[src/rtl/jk_pkg.sv]
// Shared mode encoding for the JK register/counter.
package jk_pkg;

  typedef enum logic [2:0] {
    HOLD  = 3'b000,
    JK    = 3'b001,
    UP    = 3'b010,
    DOWN  = 3'b011,
    LOAD  = 3'b100,
    CLEAR = 3'b101
  } jk_mode_e;

  // Unassigned codes; both behave as HOLD and never raise wrap.
  localparam logic [2:0] MODE_RSVD0 = 3'b110;
  localparam logic [2:0] MODE_RSVD1 = 3'b111;

endpackage

[src/rtl/jk_reg_ctr_if.sv]
// Control/data bundle for jk_reg_ctr.
interface jk_reg_ctr_if #(
  parameter int WIDTH = 8
);
  logic             en;
  logic [2:0]       mode;
  logic [WIDTH-1:0] j;
  logic [WIDTH-1:0] k;
  logic [WIDTH-1:0] d;
  logic [WIDTH-1:0] q;
  logic [WIDTH-1:0] q_b;
  logic             wrap;

  modport master (output en, mode, j, k, d, input q, q_b, wrap);
  modport slave  (input en, mode, j, k, d, output q, q_b, wrap);
endinterface

[src/rtl/jk_cell.sv]
// Single JK storage bit with its own reset value.
module jk_cell #(
  parameter logic RST_BIT = 1'b0
) (
  input  logic clk,
  input  logic rst,
  input  logic j,
  input  logic k,
  output logic q
);

  // JK update: 00 hold, 01 clear, 10 set, 11 toggle.
  always_ff @(posedge clk or posedge rst) begin
    if (rst) q <= RST_BIT;
    else begin
      case ({j, k})
        2'b01:   q <= 1'b0;
        2'b10:   q <= 1'b1;
        2'b11:   q <= ~q;
        default: q <= q;
      endcase
    end
  end

endmodule

[src/rtl/jk_reg_ctr.sv]
// WIDTH-bit JK register/counter; every mode is expressed as per-bit J/K.
module jk_reg_ctr
  import jk_pkg::*;
#(
  parameter int               WIDTH     = 8,
  parameter logic [WIDTH-1:0] RESET_VAL = '0,
  parameter int               SATURATE  = 0
) (
  input  logic         clk,
  input  logic         rst,
  jk_reg_ctr_if.slave  bus
);

  localparam bit SAT = (SATURATE != 0);

  logic [WIDTH-1:0] q_int;
  logic [WIDTH-1:0] j_eff, k_eff;
  logic [WIDTH-1:0] tog_up, tog_dn;
  logic             all_ones, all_zero;
  logic             wrap_nxt, wrap_q;

  assign all_ones = &q_int;
  assign all_zero = ~|q_int;

  // Ripple toggle conditions: up toggles above a run of 1s, down above a run of 0s.
  genvar i;
  generate
    for (i = 0; i < WIDTH; i++) begin : g_tog
      if (i == 0) begin : g_lsb
        assign tog_up[i] = 1'b1;
        assign tog_dn[i] = 1'b1;
      end else begin : g_upper
        assign tog_up[i] = &q_int[i-1:0];
        assign tog_dn[i] = ~|q_int[i-1:0];
      end
    end
  endgenerate

  // Map the selected mode onto per-bit J/K and decide whether this edge wraps.
  always_comb begin
    j_eff    = '0;
    k_eff    = '0;
    wrap_nxt = 1'b0;
    if (bus.en) begin
      case (bus.mode)
        JK: begin
          j_eff = bus.j;
          k_eff = bus.k;
        end
        UP: begin
          if (!(SAT && all_ones)) begin
            j_eff = tog_up;
            k_eff = tog_up;
          end
          wrap_nxt = !SAT && all_ones;
        end
        DOWN: begin
          if (!(SAT && all_zero)) begin
            j_eff = tog_dn;
            k_eff = tog_dn;
          end
          wrap_nxt = !SAT && all_zero;
        end
        LOAD: begin
          j_eff = bus.d;
          k_eff = ~bus.d;
        end
        CLEAR: begin
          k_eff = '1;
        end
        default: ;
      endcase
    end
  end

  // Storage bits.
  generate
    for (i = 0; i < WIDTH; i++) begin : g_cell
      jk_cell #(.RST_BIT(RESET_VAL[i])) u_cell (
        .clk (clk),
        .rst (rst),
        .j   (j_eff[i]),
        .k   (k_eff[i]),
        .q   (q_int[i])
      );
    end
  endgenerate

  // Wrap pulse lines up with the cycle that shows the wrapped value.
  always_ff @(posedge clk or posedge rst) begin
    if (rst) wrap_q <= 1'b0;
    else     wrap_q <= wrap_nxt;
  end

  assign bus.q    = q_int;
  assign bus.q_b  = ~q_int;
  assign bus.wrap = wrap_q;

endmodule

[src/flat_wrapper.sv]
// flat-port wrapper written by rule: the top's interface ports become plain ports
module jk_reg_ctr_flat import jk_pkg::*;
#(
  parameter int               WIDTH     = 8,
  parameter logic [WIDTH-1:0] RESET_VAL = '0,
  parameter int               SATURATE  = 0
)
  (clk, rst, bus_en, bus_mode, bus_j, bus_k, bus_d, bus_q, bus_q_b, bus_wrap);
  jk_reg_ctr_if #(.WIDTH(WIDTH)) bus_i ();
  input  logic clk;
  input  logic rst;
  input wire logic [$bits(bus_i.en)-1:0] bus_en;
  input wire logic [$bits(bus_i.mode)-1:0] bus_mode;
  input wire logic [$bits(bus_i.j)-1:0] bus_j;
  input wire logic [$bits(bus_i.k)-1:0] bus_k;
  input wire logic [$bits(bus_i.d)-1:0] bus_d;
  output wire logic [$bits(bus_i.q)-1:0] bus_q;
  output wire logic [$bits(bus_i.q_b)-1:0] bus_q_b;
  output wire logic [$bits(bus_i.wrap)-1:0] bus_wrap;
  assign bus_i.en = bus_en;
  assign bus_i.mode = bus_mode;
  assign bus_i.j = bus_j;
  assign bus_i.k = bus_k;
  assign bus_i.d = bus_d;
  assign bus_q = bus_i.q;
  assign bus_q_b = bus_i.q_b;
  assign bus_wrap = bus_i.wrap;
  jk_reg_ctr #(.WIDTH(WIDTH), .RESET_VAL(RESET_VAL), .SATURATE(SATURATE)) u_core (.clk(clk), .rst(rst), .bus(bus_i));
endmodule
[config.mk]
export PLATFORM = sky130hd
export DESIGN_NAME = jk_reg_ctr_flat
export DESIGN_NICKNAME = d
export VERILOG_FILES = /design/src/rtl/jk_pkg.sv /design/src/rtl/jk_reg_ctr_if.sv /design/src/rtl/jk_cell.sv /design/src/rtl/jk_reg_ctr.sv /design/src/flat_wrapper.sv
export SDC_FILE = /design/constraint.sdc
export NUM_CORES = 1
export LEC_CHECK = 0
export BUFFER_PORTS_ARGS = -buffer_cell sky130_fd_sc_hd__clkbuf_2
export CAP_MARGIN = 10
export CORE_UTILIZATION = 40
export CTS_CLUSTER_SIZE = 20
export DETAILED_ROUTE_END_ITERATION = 8
export PLACE_DENSITY = 0.7
export SYNTH_ARGS = -nofsm -noshare
export SYNTH_HDL_FRONTEND = slang
export SYNTH_SLANG_ARGS = --single-unit
export TNS_END_PERCENT = 1
[constraint.sdc]
create_clock -name clk -period 2.8 [get_ports clk]
set_input_delay 0.28 -clock clk [delete_from_list [all_inputs] [get_ports clk]]
set_output_delay 0.28 -clock clk [all_outputs]
set_load 0.03 [all_outputs]
=== Word-level counts from Yosys, hierarchy flattened ===
Index checks and enable logic that the tools add are counted.

* Register bits after elaboration: 9
* Input bits: 30

* Equality and inequality tests: 29
* Muxes and demuxes: 14
* Bitwise operators: 10
* Reduce and logical (&&, ||, !) cells: 30

{| class="wikitable"
|+ Operators with widths
! cell !! count
|-
| $pmux 8 s5 || 1
|-
| $eq 2x2->1 const B || 16
|-
| $pmux 8 s4 || 1
|-
| $pmux 1 s3 || 8
|-
| $reduce_bool 3->1 || 8
|-
| $eq 2x1->1 const B || 8
|-
| $mux 8 || 2
|-
| $not 8->8 || 2
|-
| $logic_not 1->1 || 8
|-
| $not 1->1 || 8
|-
| $reduce_and 8->1 || 1
|-
| $reduce_or 8->1 || 1
|-
| $reduce_and 7->1 || 1
|-
| $reduce_or 7->1 || 1
|-
| $eq 3x2->1 const B || 2
|-
| $eq 3x3->1 const B || 2
|-
| $reduce_and 6->1 || 1
|-
| $reduce_or 6->1 || 1
|-
| $reduce_and 5->1 || 1
|-
| $reduce_or 5->1 || 1
|-
| $reduce_and 4->1 || 1
|-
| $reduce_or 4->1 || 1
|-
| $eq 3x1->1 const B || 1
|-
| $reduce_and 3->1 || 1
|-
| other kinds (5) || 5
|}

=== Logic depth before layout (Yosys ltp) ===
Gate-level depths: netlist (run 1).

* Word-level depth: 6
* Gate-level depth with buffers: 7

=== Modules after synthesis ===
Synthesis (run 1) repeated with hierarchy kept, for this count alone.

* Cells, all modules: 145
* Area total of the unflattened synthesis: 1,013.5 um^2

{| class="wikitable"
|+ Modules (own cells, without submodules)
! module !! instances !! cells an instance !! area an instance (um^2) !! seq. area each (um^2)
|-
| jk_reg_ctr || 1 || 113 || 713.2 || 25.0
|-
| jk_cell || 8 || 4 || 37.5 || 25.0
|}

=== Worst setup path after synthesis (run 1) ===
OpenSTA, ideal clock, no wires.

* Path kind: register to register
* From: reg u_core.g_cell[0].u_cell.q
* To: reg u_core.g_cell[4].u_cell.q
* Setup time: 0.135 ns
* Data arrival time: 1.323 ns
* Required time: 2.665 ns
* Slack: 1.342 ns
* Cell stages (with the launch flop): 7
* Path buffers: 1
* Clock period less this slack: 1.458 ns
* Cells stage by stage: dfrtp_1 buf_6 nor4b_2 nand3_2 mux2i_1 o21a_1 o21ai_1

* Longest elaborated chain between the ends: 6
* Elaborated cells on any way between the ends: 12
* Classes of those cells: eq/ne (3); mux (5); reduce/logical (4)

{| class="wikitable"
|+ Ends and longest elaborated chain
! element !! line !! source
|-
| start, declared || jk_cell.sv:9 || <nowiki>output logic q</nowiki>
|-
| start signal, assigned || jk_cell.sv:19 || <nowiki>2'b11: q <= ~q;</nowiki>
|-
| start signal, assigned || jk_cell.sv:20 || <nowiki>default: q <= q;</nowiki>
|-
| $reduce_or 4->1 || jk_reg_ctr.sv:34 || <nowiki>assign tog_dn[i] = ~|q_int[i-1:0];</nowiki>
|-
| $logic_not 1->1 || jk_reg_ctr.sv:34 ||
|-
| $pmux 8 s5 or $pmux 8 s4 (tied branches) || jk_reg_ctr.sv:45 || <nowiki>case (bus.mode)</nowiki>
|-
| $mux 8 || jk_reg_ctr.sv:44 || <nowiki>if (bus.en) begin</nowiki>
|-
| $eq 2x2->1 or $eq 2x1->1 (tied branches) || jk_cell.sv:16 || <nowiki>case ({j, k})</nowiki>
|-
| $pmux 1 s3 or $reduce_bool 3->1 (tied branches) || - ||
|-
| end signal, assigned || jk_cell.sv:19 ||
|-
| end signal, assigned || jk_cell.sv:20 ||
|-
| end, declared || jk_cell.sv:9 ||
|}

Parallel ways exist; a longest one is shown, timed or not.
A chain may end at the register's enable or synchronous reset.

=== Worst setup path after layout (run 1) ===
Ends and elaborated chain as after synthesis.

==> results of run 1 <==
## cell usage in the layout (no fill, tap or decap), drive strengths merged, types with 2 or more instances in the layout
cell type and count:
o21a 3, o22ai 4, nor2 6, mux2i 2, dfrtp 9, nand4 2, nand2b 4, o21ai 24
clkbuf 50, inv 12, a21oi 7, a31oi 3, nand2 9, a22oi 7, nand3 6, o211ai 6
nor3b 2
## final cells by class
cell class	count	area (um2)
clock buffers	4	26.28
inverters	12	45.04
multi-input cells	99	645.6
well taps	28	35.03
repair buffers	47	240.2
flip-flops and latches	9	225.2
fillers	245	1101
## what timing repair did
action / in CTS / in global routing
setup buffers: 0 / 0
endpoints found under the setup margin: 0 / 0
hold endpoints to repair: 9 / 0
hold buffers: 1 / 0
## flip-flops by register name, summed over array words and instances (netlist names)
name                    count
u_core.g_cell.u_cell.q      8
u_core.bus.wrap             1
## critical path, cell delays in order (launching register included)
cell,delay (ps)
dfrtp_1,500
nor4b_2,340
nand3_2,190
mux2i_1,250
o21a_1,160
o21ai_1,60
## cells by family after synthesis
family | synth area share
compound gates | 0.3663
simple gates | 0.2234
buf+inv | 0.1502
flops | 0.2198
mux | 0.01954
xor+xnor | 0.008549
fa+ha+maj | 0.01221
## power by group through the flow
stage	sequential, uW	clock, uW	combinational, uW
global route	240	110	464
global placement	229	0	420
CTS	230	101	426
floorplan	207	0	385
detailed placement	232	0	424
finish	231	102	425
## layer usage
| metal | vias up | GRT usage |
|---|---|---|
| li1 | 558 | - |
| met5 | - | 0 |
| met3 | 5 | 0.02609 |
| met1 | 506 | 0.2904 |
| met4 | 0 | 0.1053 |
| met2 | 50 | 0.3270 |
## through the flow
stage,setup slack [ps],power (uW),utilization,std cells
after floorplan,1342,591.7,-,135
after global routing,1017,813.9,0.5251,199
final,1191,757.8,0.5251,199
after CTS,1202,756.9,0.5251,199
after global placement,1026,648.7,0.5094,194
after detailed placement,1019,656.2,0.5094,194
## final timing paths
check,startpoint,end,slack [ps],cells after the start
min in group asynchronous,rst,u_core.g_cell[4].u_cell.q$_DFFE_PP0P_,490,3
max,u_core.g_cell[0].u_cell.q$_DFFE_PP0P_,u_core.g_cell[4].u_cell.q$_DFFE_PP0P_,1190,5
min reg2reg,u_core.g_cell[2].u_cell.q$_DFFE_PP0P_,u_core.g_cell[2].u_cell.q$_DFFE_PP0P_,590,1
max reg2reg,u_core.g_cell[0].u_cell.q$_DFFE_PP0P_,u_core.g_cell[4].u_cell.q$_DFFE_PP0P_,1190,5
min,bus_en,u_core.bus.wrap$_DFF_PP0_,270,3
max in group asynchronous,rst,u_core.bus.wrap$_DFF_PP0_,2060,3
==> results_dict.tcl, run 1 <==
set metrics [dict create \
    p_comb_frac 0.561 \
    place.gp.congestion 0.9092 \
    fin_skew_ps 6.827 \
    clk_latency_ps 270 \
    p_int_uw 353.2 \
    ys_seq_area_frac 0.2198 \
    port_buffers 46 \
    diodes 0 \
    drt_wl_total_um 2527 \
    vias_per_cell 5.623 \
    die_h_um 52.62 \
    place_area_um2 1181 \
    cts-resized-gates 0 \
    finalSetupViolCount 0 \
    drcViolationCount 0 \
    syn_area_per_cell_um2 7.591 \
    wire_per_inst_um 12.70 \
    maxCapViolCount 0 \
    top_layer "met4" \
    cts_sinks 9 \
    final-max-slew-violation-count 0 \
    fin_area_um2 1217 \
    ys.warnings.count 0 \
    synth.most_common_cell "o21ai_0" \
    h-tree-depth 1 \
    synthTopCellsByCount "o21ai_0 (17), inv_1 (12), buf_4 (9), dfrtp_1 (9), nand2_1 (9)" \
    cts_buffer_depth 2 \
    syn_nets 166 \
    fin_crit_sh 0.5747 \
    hold_path_class "in -> reg" \
    root_buffer "clkbuf_4" \
    overflow 0 \
    coreArea_um2 2318 \
    power.switching_uw 404.6 \
    synthFlopType "dfrtp_1" \
    syn-instance-count 135 \
    start_util 0.4420 \
    arrival_ps 1760 \
    die_width_um 52.62 \
    synthTopCellsByArea "dfrtp_1 (22%), o21ai_0 (8.3%), buf_4 (6.6%)" \
    slew_headroom 0.7131 \
    power.clock.fraction 0.135 \
    drt-met1-wl_um 1184 \
    grt_max_degree 24 \
    numCtsBuffers 3 \
    async_flop_share 1.000 \
    yosysUniqueCellTypes 39 \
    status "finished, final reports clean" \
    critPathLaunchType "flip-flop" \
    power_per_cell_area_nw_per_um2 622.5 \
    ant_nets 0 \
    swShare 0.5340 \
    cp-end-kind "flip-flop" \
    grt_use_total 0.2133 \
    drive_above_1_share 0.3333 \
    finalHoldViolations 0 \
    grt_pass1_wl_um 4381 \
    area_growth_pct 18.80 \
    vias 1119 \
    dp_hpwl_um 2016 \
    dieArea_um2 2768 \
    syn_area_um2 1025 \
    wl_met3_um 152 \
    ios 47 \
    fmax_mhz 621.4 \
    critPathMaxFanout 10 \
    rows 17 \
    synth_area_leader_cell "dfrtp_1" \
    synth_edf_count 0 \
    drt-initial-drc-count 25 \
    worst_pin_slew_ps 430.3 \
    rsz0062_at_grt "no" \
    fin_crit_ps 1609 \
    grt_pass1_vias 976 \
    vdd_ir_drop_max_mv 0.2712 \
    crit_required_ps 2950 \
    cts_tree "built" \
    antenna_found_initial 0 \
    nNetsFinal 203 \
    firstDrtPassIters 4 \
    synth.ff_latch_count 9 \
    clk_pin_slew_worst_paths_ps 60 \
    seqPwrFrac 0.304 \
    setup_tns_ps 0 \
    synth_top_area_share 0.2198 \
    leakage_uw 0.0005914 \
    crit_type "reg -> reg" \
    hold_ws_ps 274.9 \
    dr_wl_met2_um 1143 \
]
Power figures use the tool's default switching activity.
==> inputs of run 2 (changes only) <==
clock period = 1.5 ns   (was 2.8 ns; I/O delays follow)
==> results_dict.tcl, run 2 (same netlist as run 1, synthesis figures left out) <==
set metrics [dict create \
    status "finished with violations" \
    violations "setup timing" \
    vdd_ir_drop_max_mv 0.6479 \
    seqPwrFrac 0.265 \
    swShare 0.5375 \
    vias 1173 \
    dp_hpwl_um 2360 \
    wire_per_inst_um 14.56 \
    p_comb_frac 0.605 \
    fin_area_um2 1315 \
    clk_pin_slew_worst_paths_ps 70 \
    grt_pass1_vias 1091 \
    coreArea_um2 2318 \
    critPathLaunch "u_core.g_cell[2].u_cell.q$_DFFE_PP0P_" \
    clk_latency_ps 270 \
    port_buffers 46 \
    drt_wl_total_um 3043 \
    die_width_um 52.62 \
    critPathLaunchType "flip-flop" \
    grt_pass1_wl_um 4892 \
    met2_usage 0.4198 \
    leakage_uw 0.0006396 \
    cts_sinks 9 \
    hold_path_class "in -> reg" \
    firstDrtPassIters 4 \
    fill_cells 244 \
    nNetsFinal 213 \
    largest_register "u_core.g_cell.u_cell.q" \
    largest_reg_flops 8 \
    critPathMaxFanout 7 \
    final-max-slew-violation-count 0 \
    fin_crit_sh 1.022 \
    rsz0062_at_grt "yes" \
    r2r_cells 5 \
    root_buffer "clkbuf_4" \
    grt_use_total 0.2378 \
    max_stage_delay_ps 400 \
    fin_crit_ps 1533 \
    crit_type "reg -> reg" \
    ios 47 \
    rows 17 \
    diodes 0 \
    finalHoldViolations 0 \
    worst_slack_ps -32.64 \
    reg2reg_to "u_core.g_cell[7].u_cell.q$_DFFE_PP0P_" \
    reg2reg_setup_slack_ps -30 \
    r2r_start "u_core.g_cell[2].u_cell.q$_DFFE_PP0P_" \
    finalSetupViolCount 3 \
    cp-end-kind "flip-flop" \
    fin_skew_ps 9.376 \
    cts_buffer_depth 2 \
    drt-initial-drc-count 35 \
    grt_max_degree 19 \
    power.clock.fraction 0.131 \
    maxCapViolCount 0 \
    dieArea_um2 2768 \
    hold_ws_ps 152.1 \
    crit_path_top_delay_cell "dfrtp_1" \
    arrival_ps 1710 \
    setup_tns_ps -49.82 \
    start_util 0.4420 \
    power_per_cell_area_nw_per_um2 1162 \
    final_common_cell "clkbuf_2" \
    place_area_um2 1249 \
    power.switching_uw 821.3 \
    worst_pin_slew_ps 360.0 \
    layout_common_cells "clkbuf_2 (46), o21ai_0 (17), inv_1 (12)" \
    drive_above_1_share 0.3923 \
    crit_path_cell_trace "nor4b_2 -> nand3_2 -> o22ai_2 -> o22ai_1 -> a31oi_1" \
    overflow 0 \
    vias_per_cell 5.612 \
    ant_nets 0 \
    area_growth_pct 28.33 \
    slew_headroom 0.7598 \
    p_int_uw 706.8 \
    die_h_um 52.62 \
    fmax_mhz 652.5 \
    met3_usage 0.01159 \
    h-tree-depth 1 \
    finalPower_uw 1528 \
    numCtsBuffers 3 \
    grt_most_used_layer "met2" \
    place.gp.congestion 0.8287 \
    grtUsageMet1 0.3108 \
    crit_required_ps 1670 \
    antenna_found_initial 0 \
    fin_util 0.5672 \
    cts_tree "built" \
    drcViolationCount 0 \
    critPathCapture "u_core.g_cell[7].u_cell.q$_DFFE_PP0P_" \
]
-- run 2: how the worst min path moves through the flow --
| stage | depth (start not counted) | start | end | slack (ps) |
|---|---|---|---|---|
| 6_report | 3 | bus_en | u_core.g_cell[0].u_cell.q$_DFFE_PP0P_ | 150 |
| 5_1_grt | 3 | bus_en | u_core.bus.wrap$_DFF_PP0_ | 170 |
| 4_1_cts | 3 | bus_en | u_core.g_cell[0].u_cell.q$_DFFE_PP0P_ | 150 |
| 3_5_place_dp | 2 | rst | u_core.g_cell[5].u_cell.q$_DFFE_PP0P_ | 120 |
| 3_3_place_gp | 2 | rst | u_core.g_cell[5].u_cell.q$_DFFE_PP0P_ | 110 |
| 2_1_floorplan | 1 | rst | u_core.bus.wrap$_DFF_PP0_ | -20 |
-- run 2: cell type report --
type / count / area, um2 / area share
clock buffer: 4 / 26.28 / 0.01998
inverter: 12 / 45.04 / 0.03425
multi-input combinational: 99 / 668.1 / 0.5081
sequential: 9 / 225.2 / 0.1713
tap: 28 / 35.03 / 0.02664
timing repair buffer: 57 / 315.3 / 0.2398
-- run 2: power groups by stage --
stage                     Sequential, uW  Clock (uW)  Combinational (uW)
after floorplan                      386           0                 718
after global placement               397           0                 864
after detailed placement             404           0                 887
after CTS                            399         197                 894
after global routing                 410         211                1000
final                                404         200                 924
-- run 2: per-stage QoR --
stage | setup slack, ps | instances
4_1_cts | 38.26 | 208
3_3_place_gp | 89.64 | 203
5_1_grt | -68.77 | 209
2_1_floorplan | 42.21 | 135
3_5_place_dp | 9.992 | 203
6_report | -32.64 | 209
-- run 2: what timing repair did --
action / in CTS / in global routing
pin swaps: 0 / 9
resized for setup: 1 / 3
endpoints found under the setup margin: 1 / 6
endpoints found under the hold margin: 9 / 0
hold buffers: 1 / 0
buffers inserted: 0 / 1
-- run 2: metal layers --
metal  part of all wire  up-vias
met2               0.50       52
met4             0.0036        0
li1                   -      577
met5                  0        -
met3              0.058        2
met1               0.43      542
-- run 2: critical path, delay by kind of cell (launching register included) --
kind	cells	cell delay, ps
flip-flops	1	400
AND/OR/NAND/NOR	2	550
AO/OA/AOI/OAI	3	490
==> inputs of run 3 (changes only) <==
REMOVE_ABC_BUFFERS = 1   (was default)
==> results_dict.tcl, run 3 (same netlist as run 1, synthesis figures left out) <==
set metrics [dict create \
    critPathLaunch "u_core.g_cell[2].u_cell.q$_DFFE_PP0P_" \
    h-tree-depth 1 \
    ant_nets 0 \
    crit_path_cell_trace "nor4b_2 -> nand3_2 -> mux2i_2 -> o21a_1 -> o21ai_1" \
    drt_wl_total_um 2907 \
    fin_util 0.5656 \
    fin_crit_ps 1469 \
    slew_headroom 0.7557 \
    status "finished, final reports clean" \
    r2r_start "u_core.g_cell[2].u_cell.q$_DFFE_PP0P_" \
    drive_above_1_share 0.3825 \
    start_util 0.4420 \
    hold_depth 3 \
    grt_pass1_wl_um 4816 \
    seq_area_um2 225.2 \
    grt_max_degree 16 \
    final_common_cell "clkbuf_2" \
    rsz0062_at_grt "yes" \
    hold_path_class "in -> reg" \
    setup_tns_ps 0 \
    die_h_um 52.62 \
    root_buffer "clkbuf_4" \
    largest_register "u_core.g_cell.u_cell.q" \
    worst_pin_slew_ps 366.0 \
    finalHoldViolations 0 \
    antenna_found_initial 0 \
    fmax_mhz 680.6 \
    die_width_um 52.62 \
    cts_tree "built" \
    drt-initial-drc-count 34 \
    layout_common_cells "clkbuf_2 (46), o21ai_0 (17), inv_1 (12), buf_4 (12)" \
    vias 1201 \
    reg2reg_to "u_core.g_cell[4].u_cell.q$_DFFE_PP0P_" \
    clk_pin_slew_worst_paths_ps 70 \
    rows 17 \
    place.gp.congestion 0.8659 \
    clk_latency_ps 260 \
    final-max-slew-violation-count 0 \
    vdd_ir_drop_max_mv 0.9784 \
    critPathMaxFanout 7 \
    numCtsBuffers 3 \
    arrival_ps 1620 \
    ios 47 \
    nNetsFinal 215 \
    reg2reg_setup_slack_ps 30 \
    critPathCapture "u_core.g_cell[4].u_cell.q$_DFFE_PP0P_" \
    dp_hpwl_um 2304 \
    fin_crit_sh 0.9795 \
    crit_required_ps 1650 \
    area_growth_pct 27.96 \
    finalSetupViolCount 0 \
    largest_reg_flops 8 \
    cts_sinks 9 \
    maxCapViolCount 0 \
    diodes 0 \
    cp-end-kind "flip-flop" \
    crit_path_top_delay_cell "dfrtp_1" \
    port_buffers 46 \
    firstDrtPassIters 4 \
    overflow 0 \
    max_stage_delay_ps 400 \
    r2r_cells 5 \
    cts_buffer_depth 2 \
    leakage_uw 0.0006483 \
    power_per_cell_area_nw_per_um2 1140 \
    drcViolationCount 0 \
    vias_per_cell 5.692 \
    dieArea_um2 2768 \
    fill_cells 228 \
    crit_type "reg -> reg" \
    grt_pass1_vias 1071 \
    wire_per_inst_um 13.78 \
    critPathLaunchType "flip-flop" \
    grt_use_total 0.2368 \
    multi_input_area_um2 649.4 \
    coreArea_um2 2318 \
    fin_skew_ps 4.287 \
]
-- run 3: cell count changes in the layout (fill, tap and decap cells not counted) --
| cell | change |
|---|---|
| o22ai_1 | +2 |
| nor4_1 | +1 |
| o22ai_2 | -2 |
| nor4_2 | -1 |
| buf_4 | +2 |
-- run 3: metrics by stage --
step | std cells | setup WS (ps) | hold WS (ps) | instance area [um2] | total power (uW)
floorplan | 120 | -76.72 | -22.08 | 915.9 | 960.0
global placement | 206 | 28.77 | 120.0 | 1271 | 1273
detailed placement | 206 | 32.52 | 124.0 | 1271 | 1288
CTS | 211 | 3.571 | 156.2 | 1308 | 1486
global route | 211 | -78.78 | 168.7 | 1311 | 1598
finish | 211 | 30.81 | 162.5 | 1311 | 1494
-- run 3: repair_timing --
item                                    in CTS  in global routing
buffers inserted                             0                  0
gates resized for setup                      0                  1
hold buffers                                 1                  0
endpoints found under the hold margin        9                  0
endpoints found under the setup margin       0                  5
-- run 3: how the worst min path moves through the flow --
stage	to	startpoint	slack (ps)
5_1_grt	u_core.g_cell[0].u_cell.q$_DFFE_PP0P_	bus_en	170
3_5_place_dp	u_core.g_cell[3].u_cell.q$_DFFE_PP0P_	rst	120
3_3_place_gp	u_core.g_cell[3].u_cell.q$_DFFE_PP0P_	rst	120
2_1_floorplan	u_core.bus.wrap$_DFF_PP0_	rst	-20
4_1_cts	u_core.g_cell[0].u_cell.q$_DFFE_PP0P_	bus_en	160
6_report	u_core.g_cell[0].u_cell.q$_DFFE_PP0P_	bus_en	160
-- run 3: critical path: cells and delay by family, from the launching register on --
kind | cells | cell delay (ps)
AOI/OAI and AO/OA | 2 | 190
and+or+nand+nor | 2 | 530
muxes | 1 | 250
DFF | 1 | 400
-- run 3: report_power, final --
part / internal (uW) / switching [uW]
Clock: 103 / 92.3
Combinational: 294 / 604
Sequential: 310 / 91.2
-- run 3: metal layers --
metal	vias up	routed length, um	GRT usage
met1	553	1276	0.3183
met2	63	1427	0.3882
met4	0	25	0.07456
met3	2	178	0.02899
li1	583	-	-
met5	-	0	0
-- run 3: final cells by class --
| cell class | instances | share of cell area |
|---|---|---|
| Tap cell | 28 | 0.02672 |
| Timing Repair Buffer | 59 | 0.2519 |
| Clock buffer | 4 | 0.02004 |
| Multi-Input combinational cell | 99 | 0.4952 |
| Sequential cell | 9 | 0.1718 |
| Inverter | 12 | 0.03435 |
